File: config.mk
export PLATFORM = sky130hd
export DESIGN_NAME = clock_div_prog
export DESIGN_NICKNAME = d
export VERILOG_FILES = /design/src/rtl/clock_div_prog.sv
export SDC_FILE = /design/constraint.sdc
export NUM_CORES = 1
export LEC_CHECK = 0
export ABC_AREA = 1
export CORE_ASPECT_RATIO = 1.2
export CORE_UTILIZATION = 65
export CTS_BUF_LIST = sky130_fd_sc_hd__clkbuf_16
export CTS_CLUSTER_DIAMETER = 30
export DETAILED_ROUTE_END_ITERATION = 10
export PLACE_DENSITY = 0.85
export SLEW_MARGIN = 10
export SYNTH_ARGS = -nofsm -noshare
export SYNTH_HDL_FRONTEND = slang
export SYNTH_SLANG_ARGS = --single-unit
export TNS_END_PERCENT = 30
File: constraint.sdc
create_clock -name clk -period 3.88 [get_ports clk]
set_input_delay 0.776 -clock clk [delete_from_list [all_inputs] [get_ports clk]]
set_output_delay 0.776 -clock clk [all_outputs]
set_load 0.03 [all_outputs]
File: src/rtl/clock_div_prog.sv
// Multi-channel programmable clock-enable generator: free-running count plus NCH
// independent divider channels with tick strobes, square outputs and glitch-free divisor updates.
module clock_div_prog #(
    parameter int unsigned WIDTH     = 8,
    parameter int unsigned NCH       = 4,
    parameter int unsigned DIV_RESET = 2,
    localparam int unsigned CHW      = (NCH > 1) ? $clog2(NCH) : 1
) (
    input  logic             clk,
    input  logic             rst,
    input  logic             en,
    input  logic             sync,
    input  logic             wr_en,
    input  logic [CHW-1:0]   wr_ch,
    input  logic [WIDTH-1:0] wr_data,
    output logic [WIDTH-1:0] q,
    output logic [NCH-1:0]   tick,
    output logic [NCH-1:0]   sq,
    output logic [NCH-1:0]   pend
);

    logic [WIDTH-1:0]            q_q, q_d;
    logic [NCH-1:0][WIDTH-1:0]   cnt_q, cnt_d;
    logic [NCH-1:0][WIDTH-1:0]   div_q, div_d;
    logic [NCH-1:0][WIDTH-1:0]   shd_q, shd_d;
    logic [NCH-1:0]              tick_q, tick_d;
    logic [NCH-1:0]              sq_q, sq_d;
    logic [NCH-1:0]              pend_q, pend_d;

    logic                        wr_ok_c;
    logic [NCH-1:0]              hit_c;
    logic [NCH-1:0]              off_c;
    logic [NCH-1:0]              tc_c;

    // Per-channel decode: write target, disabled (N=0) and terminal count
    always_comb begin
        hit_c   = '0;
        off_c   = '0;
        tc_c    = '0;
        wr_ok_c = wr_en && (32'(wr_ch) < NCH);
        for (int c = 0; c < NCH; c++) begin
            hit_c[c] = wr_ok_c && (wr_ch == CHW'(c));
            off_c[c] = (div_q[c] == '0);
            tc_c[c]  = en && !off_c[c] && (cnt_q[c] == (div_q[c] - WIDTH'(1)));
        end
    end

    // Next-state: sync dominates en; divisor updates only land on a period boundary
    always_comb begin
        q_d    = q_q;
        cnt_d  = cnt_q;
        div_d  = div_q;
        shd_d  = shd_q;
        tick_d = '0;
        sq_d   = sq_q;
        pend_d = pend_q;

        if (sync) begin
            q_d = '0;
        end else if (en) begin
            q_d = q_q + WIDTH'(1);
        end

        for (int c = 0; c < NCH; c++) begin
            if (sync) begin
                cnt_d[c]  = '0;
                sq_d[c]   = 1'b0;
                pend_d[c] = 1'b0;
                if (hit_c[c]) begin
                    div_d[c] = wr_data;
                end else if (pend_q[c]) begin
                    div_d[c] = shd_q[c];
                end
            end else begin
                if (off_c[c]) begin
                    cnt_d[c] = '0;
                end else if (en) begin
                    cnt_d[c] = tc_c[c] ? '0 : cnt_q[c] + WIDTH'(1);
                end
                if (tc_c[c]) begin
                    tick_d[c] = 1'b1;
                    sq_d[c]   = ~sq_q[c];
                end
                // A write on a TC edge or to an idle channel skips the shadow
                if (hit_c[c]) begin
                    if (off_c[c] || tc_c[c]) begin
                        div_d[c]  = wr_data;
                        pend_d[c] = 1'b0;
                    end else begin
                        shd_d[c]  = wr_data;
                        pend_d[c] = 1'b1;
                    end
                end else if (tc_c[c] && pend_q[c]) begin
                    div_d[c]  = shd_q[c];
                    pend_d[c] = 1'b0;
                end
            end
        end
    end

    always_ff @(posedge clk or negedge rst) begin
        if (!rst) begin
            q_q    <= '0;
            cnt_q  <= '0;
            shd_q  <= '0;
            tick_q <= '0;
            sq_q   <= '0;
            pend_q <= '0;
            for (int c = 0; c < NCH; c++) begin
                div_q[c] <= WIDTH'(DIV_RESET);
            end
        end else begin
            q_q    <= q_d;
            cnt_q  <= cnt_d;
            div_q  <= div_d;
            shd_q  <= shd_d;
            tick_q <= tick_d;
            sq_q   <= sq_d;
            pend_q <= pend_d;
        end
    end

    assign q    = q_q;
    assign tick = tick_q;
    assign sq   = sq_q;
    assign pend = pend_q;

endmodule

# Word level (Yosys, flattened, before mapping)
# Cells that the tools add are included.
[word_totals]
regBits = 116
latch_bits = 0
ramBits = 0
romBits = 0
input_bits = 15
out_inout_bits = 20
memories = 0
[classes]
addsub = 9
mul = 0
div_mod_pow = 0
n_lt_le_gt_ge = 0
eq_ne = 15
shift = 0
muxes = 74
n_bitwise = 9
n_reduce_logical = 50
[ops]
columns = ["cell", "n"]
rows = [
  ["2-to-1 mux 8 bit", 42],
  ["adder 8 x 1 -> 8 bit (second input constant)", 5],
  ["== test 8 bit", 4],
  ["logical NOT 8 bit", 4],
  ["2-to-1 mux 1 bit", 32],
  ["subtractor 8 x 1 -> 8 bit (second input constant)", 4],
  ["AND reduction 3 bit", 8],
  ["nonzero test 3 bit", 8],
  ["logical AND 1 bit", 16],
  ["!= test 3 x 1 -> 1 bit (second input constant)", 4],
  ["!= test 3 x 2 -> 1 bit (second input constant)", 4],
  ["nonzero test 2 bit", 5],
  ["inverter 1 bit", 9],
  ["== test 2 bit (second input constant)", 2],
  ["logical NOT 1 bit", 4],
  ["logical OR 1 bit", 4],
  ["== test 2 x 1 -> 1 bit (second input constant)", 1],
  ["logical NOT 2 bit", 1],
]

# Depth between registers and ports, before layout
[logic_depth]
ltp_word = 8
ltp_mapped = 14

# Least setup slack after synthesis
# Ideal clock, no wire load.
[synth_timing]
kind = "input port to flip-flop"
startpoint = "input en"
endpoint = "register div_q[27] (netlist bit)"
setup_ps = 118
arrival_ps = 1875
required_time_ps = 3762
slack_ps = 1887
path_stages = 12
path_buffers = 1
path_cell_list = "buf_4 > inv_2 > a21oi_1 > nand3_1 > nor2_1 > nand2_1 > nor2_4 > nand3_1 > nand2_4 > nand3_4 > nand2_1 > nand2_1"
[synth_via]
elab_chain_cells = 5
elab_cells_between_ends = 7
classes_between = "1 x eq/ne; 6 x reduce/logical"
[synth_rtl]
columns = ["element", "line_no", "source"]
rows = [
  ["start, declared", "11", "input logic en,"],
  ["logical AND 1 bit * (2 in series)", "44", "tc_c[c] = en && !off_c[c] && (cnt_q[c] == (div_q[c] - WIDTH'(1)));"],
  ["logical OR 1 bit / logical AND 1 bit (equally long branches)", "86, 93", ""],
  ["!= test 3 x 2 -> 1 bit (no line) / nonzero test 3 bit (equally long branches)", "n/a", ""],
  ["AND reduction 3 bit (no line) *", "n/a", ""],
  ["end signal, assigned by index", "110", "div_q[c] <= WIDTH'(DIV_RESET);"],
  ["end signal, assigned", "115", "div_q <= div_d;"],
  ["end, declared", "24", "logic [NCH-1:0][WIDTH-1:0] div_q, div_d;"],
]
# Mark *: on every way between the ends. The rest lies on a longest branch, timed or not.
# A chain may end at the register's enable or synchronous reset.

# Worst setup path in the final report
[layout_timing]
startpoint = "input sync"
endpoint = "register cnt_q[0] (netlist bit)"
[layout_via]
elab_chain_cells = 1
elab_cells_between_ends = 2
classes_between = "1 x mux; 1 x reduce/logical"
[layout_rtl]
columns = ["element", "line_no", "source"]
rows = [
  ["start, declared", "12", "input logic sync,"],
  ["nonzero test 3 bit (no line) / 2-to-1 mux 8 bit (equally long branches)", "n/a", ""],
  ["end signal, assigned", "114", "cnt_q <= cnt_d;"],
  ["end, declared", "23", "logic [NCH-1:0][WIDTH-1:0] cnt_q, cnt_d;"],
]
# Parallel ways exist; a longest one is shown, timed or not.

==> reports/qor.txt <==
Critical path type: in2reg
Max-cap violations: 0
Register area share after synthesis: 41.88%
Final Hold Viols: 0
Row count: 40
Root buf cell: clkbuf_16
Slew HR: 54.25%
Final cell count without fillers: 1,108
Post-DP HPWL: 10,890 um
Cell count after synthesis: 934
CP Launch Type: input port
First-iteration detailed-routing DRC count: 456
Number of enable flip-flop cells after synthesis: 0
Starting Density: 68.00%
Top cells by area, synth: dfrtp_1 40%, nand2_1 17%, o21ai_0 6.6%
Post-synthesis simple-gate area fraction: 34.46%
Post-synthesis compound-gate area fraction: 9.119%
CTS Buf Count: 17
Required @ worst endpoint: 4.20 ns
Worst skew pair latency: 0.41 ns
Count of state elements after synthesis: 116
Via count: 6,230
Synth Area in XOR/XNOR: 4.037%
Crit path max fanout: 10
Post-synthesis mux area share: 0%
H-tree Lvls: 4
Worst path arrival time: 2.99 ns
Routed vias/inst: 5.623
Final slew viol count: 0
Ys async rst share: 100.0%
Hold Crit Class: in2async
Post-Synth Adder-Cell Area: 2.343%
Io pins: 35
Post-synthesis cell area: 0.006943 mm2
Total core area: 0.01021 mm2
Max VDD drop: 0.4090 mV
Critical path, cell by cell: clkdlybuf4s50_1, nor2_1, inv_1, nor2_1, nand2_1, o21ai_0
Cell mode on critical path: nor2_1
Syn. warnings: 0
Total die area: 0.01110 mm2
Synth cell types: 41
Fin util: 77.46%
TritonCTS clock tree: done
DRT antenna net count: 0
Run status: completed
Vias in the first global route: 5,737
Critical path's slowest cell: clkdlybuf4s50_1
Crit path time final: 2.669 ns
Crit end category: flop
WL final: 15,620 um
Final instance area: 0.007909 mm2
Largest family of logic cells by synthesized area: simple AND/OR/NAND/NOR gates
Most frequent cell after synthesis: nand2_1
Count of final setup violators: 0
Total power: 5315 uW
Pwr/cell area: 672.0 mW/mm2
Lkg Pwr: 0.003932 uW
Commonest cells in the synthesized netlist: 317 x nand2_1, 112 x dfrtp_1, 104 x inv_1, 91 x o21ai_0, 70 x nor2_1
Initial antenna violation count: 0
Fillcell total: 738
Reg area: 0.002908 mm2
TritonRoute pass-1 iters: 5
Area leader, netlist: dfrtp_1
Input/output buffers: 34
Die width: 96.35 um
Area Overhead vs Synth: 13.91%
Routability congestion estimate: 0.8611
Post_cts resized: 0
Syn Area/Cell: 7.434 um2
CP peak stage delay: 0.66 ns
Top cell type's share of synthesized area: 40.37%
Global-route wire length before repair: 26,450 um
Total global routing overflow: 0
Syn nets: 962
Fmax achieved: 0.3746 GHz
Antenna diodes: 0
Share of layout cells above drive strength 1: 7.637%
Top_reg_cell synth: dfrtp_1
Gr usage total: 31.13%
Clock skew: 0.005687 ns
CTS clk-pin slew, worst paths: 0.05 ns
Post-route DRC: 0
Nets: 997
Area after DPL: 0.007312 mm2
Die height: 115.2 um
RSZ-0062 raised after global routing: false
Inst Count DP: 1,076
Multi-input logic area: 0.003468 mm2
Per-cell routed wire length: 14.10 um
CTS hold repair buffers: 0
Clock Tree Buf Depth: 2
Clock Sink Count: 116
Pin count of the biggest net entering global routing: 76
Tcrit/Tclk final: 68.80%
Post-CTS Setup Bufs: 0
Setup_tns: 0 ns
Worst-Margin Slew: 0.6837 ns
power by group:
group          switching [uW]  internal (uW)
clock                     540           1050
combinational            1170            681
sequential                312           1560
metrics by stage:
stage | setup slack (ns) | hold slack (ns)
after floorplan | 1.887 | 0.4438
after global placement | 0.9474 | 0.4525
after detailed placement | 0.9309 | 0.4547
after CTS | 1.299 | 0.3615
after global routing | 1.109 | 0.3885
final | 1.211 | 0.3377
state kept, by name (all words and copies together) (netlist names):
register	count
shd_q	32
sq	4
pend	4
tick	4
q	8
div_q	32
cnt_q	32
final cells by class:
class	instances	share of cell area [%]
clock buffers	17	5.379
clock inverters	15	2.167
inverters	110	5.221
multi-input cells	688	43.85
flip-flops and latches	116	36.77
well taps	126	1.993
repair buffers	36	4.620
cells in the final DEF (no fill, tap or decap), types with 2 or more instances in the layout:
cell               n
ha_1              13
o21ai_1           11
or2_2              2
clkbuf_16         17
o22ai_1            4
nand2_1          317
buf_4              2
clkinvlp_4         2
xnor2_1           18
bufinv_16          4
clkinv_2           2
xor2_1            14
nor3_2             2
a21oi_1            9
dfrtp_1          112
nand3_4            7
clkdlybuf4s50_1   33
clkinv_1           7
nand4_1           38
o21a_1             3
nor2_2             8
dfstp_2            4
nand2_2            4
inv_2              4
nor3b_1            3
o21ai_0           91
nand3_2            9
inv_1            106
nand2_4            2
nor3_1             9
nand3_1           46
nor2_1            70
metal layers:
layer	vias to the layer above	GRT usage (%)	routed length (um)
met3	45	6.151	903
li1	3073	-	-
met1	2904	40.54	6775
met2	208	50.83	7567
met4	0	12.55	378
met5	-	0	0
critical path: cells and delay by family:
| family | cells | cell delay [ns] |
|---|---|---|
| compound gates | 1 | 0.13 |
| buf+inv | 2 | 0.90 |
| simple gates | 3 | 1.18 |
logic make-up (layout without fill, tap and decap cells):
logic type               Yosys count  in the layout
AO/OA/AOI/OAI                    122            122
adder cells (fa/ha/maj)           13             13
AND/OR/NAND/NOR                  521            521
buffers and inverters            130            178
XOR/XNOR                          32             32
flip-flops                       116            116
path summary, 6_finish.rpt:
kind	startpoint	to	slack (ns)	cells past startpoint
max	sync	cnt_q[0]	1.21	6
min	rst	cnt_q[20]	0.34	1
max reg2reg	div_q[9]	div_q[8]	1.57	13
min reg2reg	div_q[1]	div_q[1]	0.46	2
max in group asynchronous	rst	div_q[1]	2.74	2
min in group clk	div_q[1]	div_q[1]	0.46	2
Power figures use the tool's default switching activity.
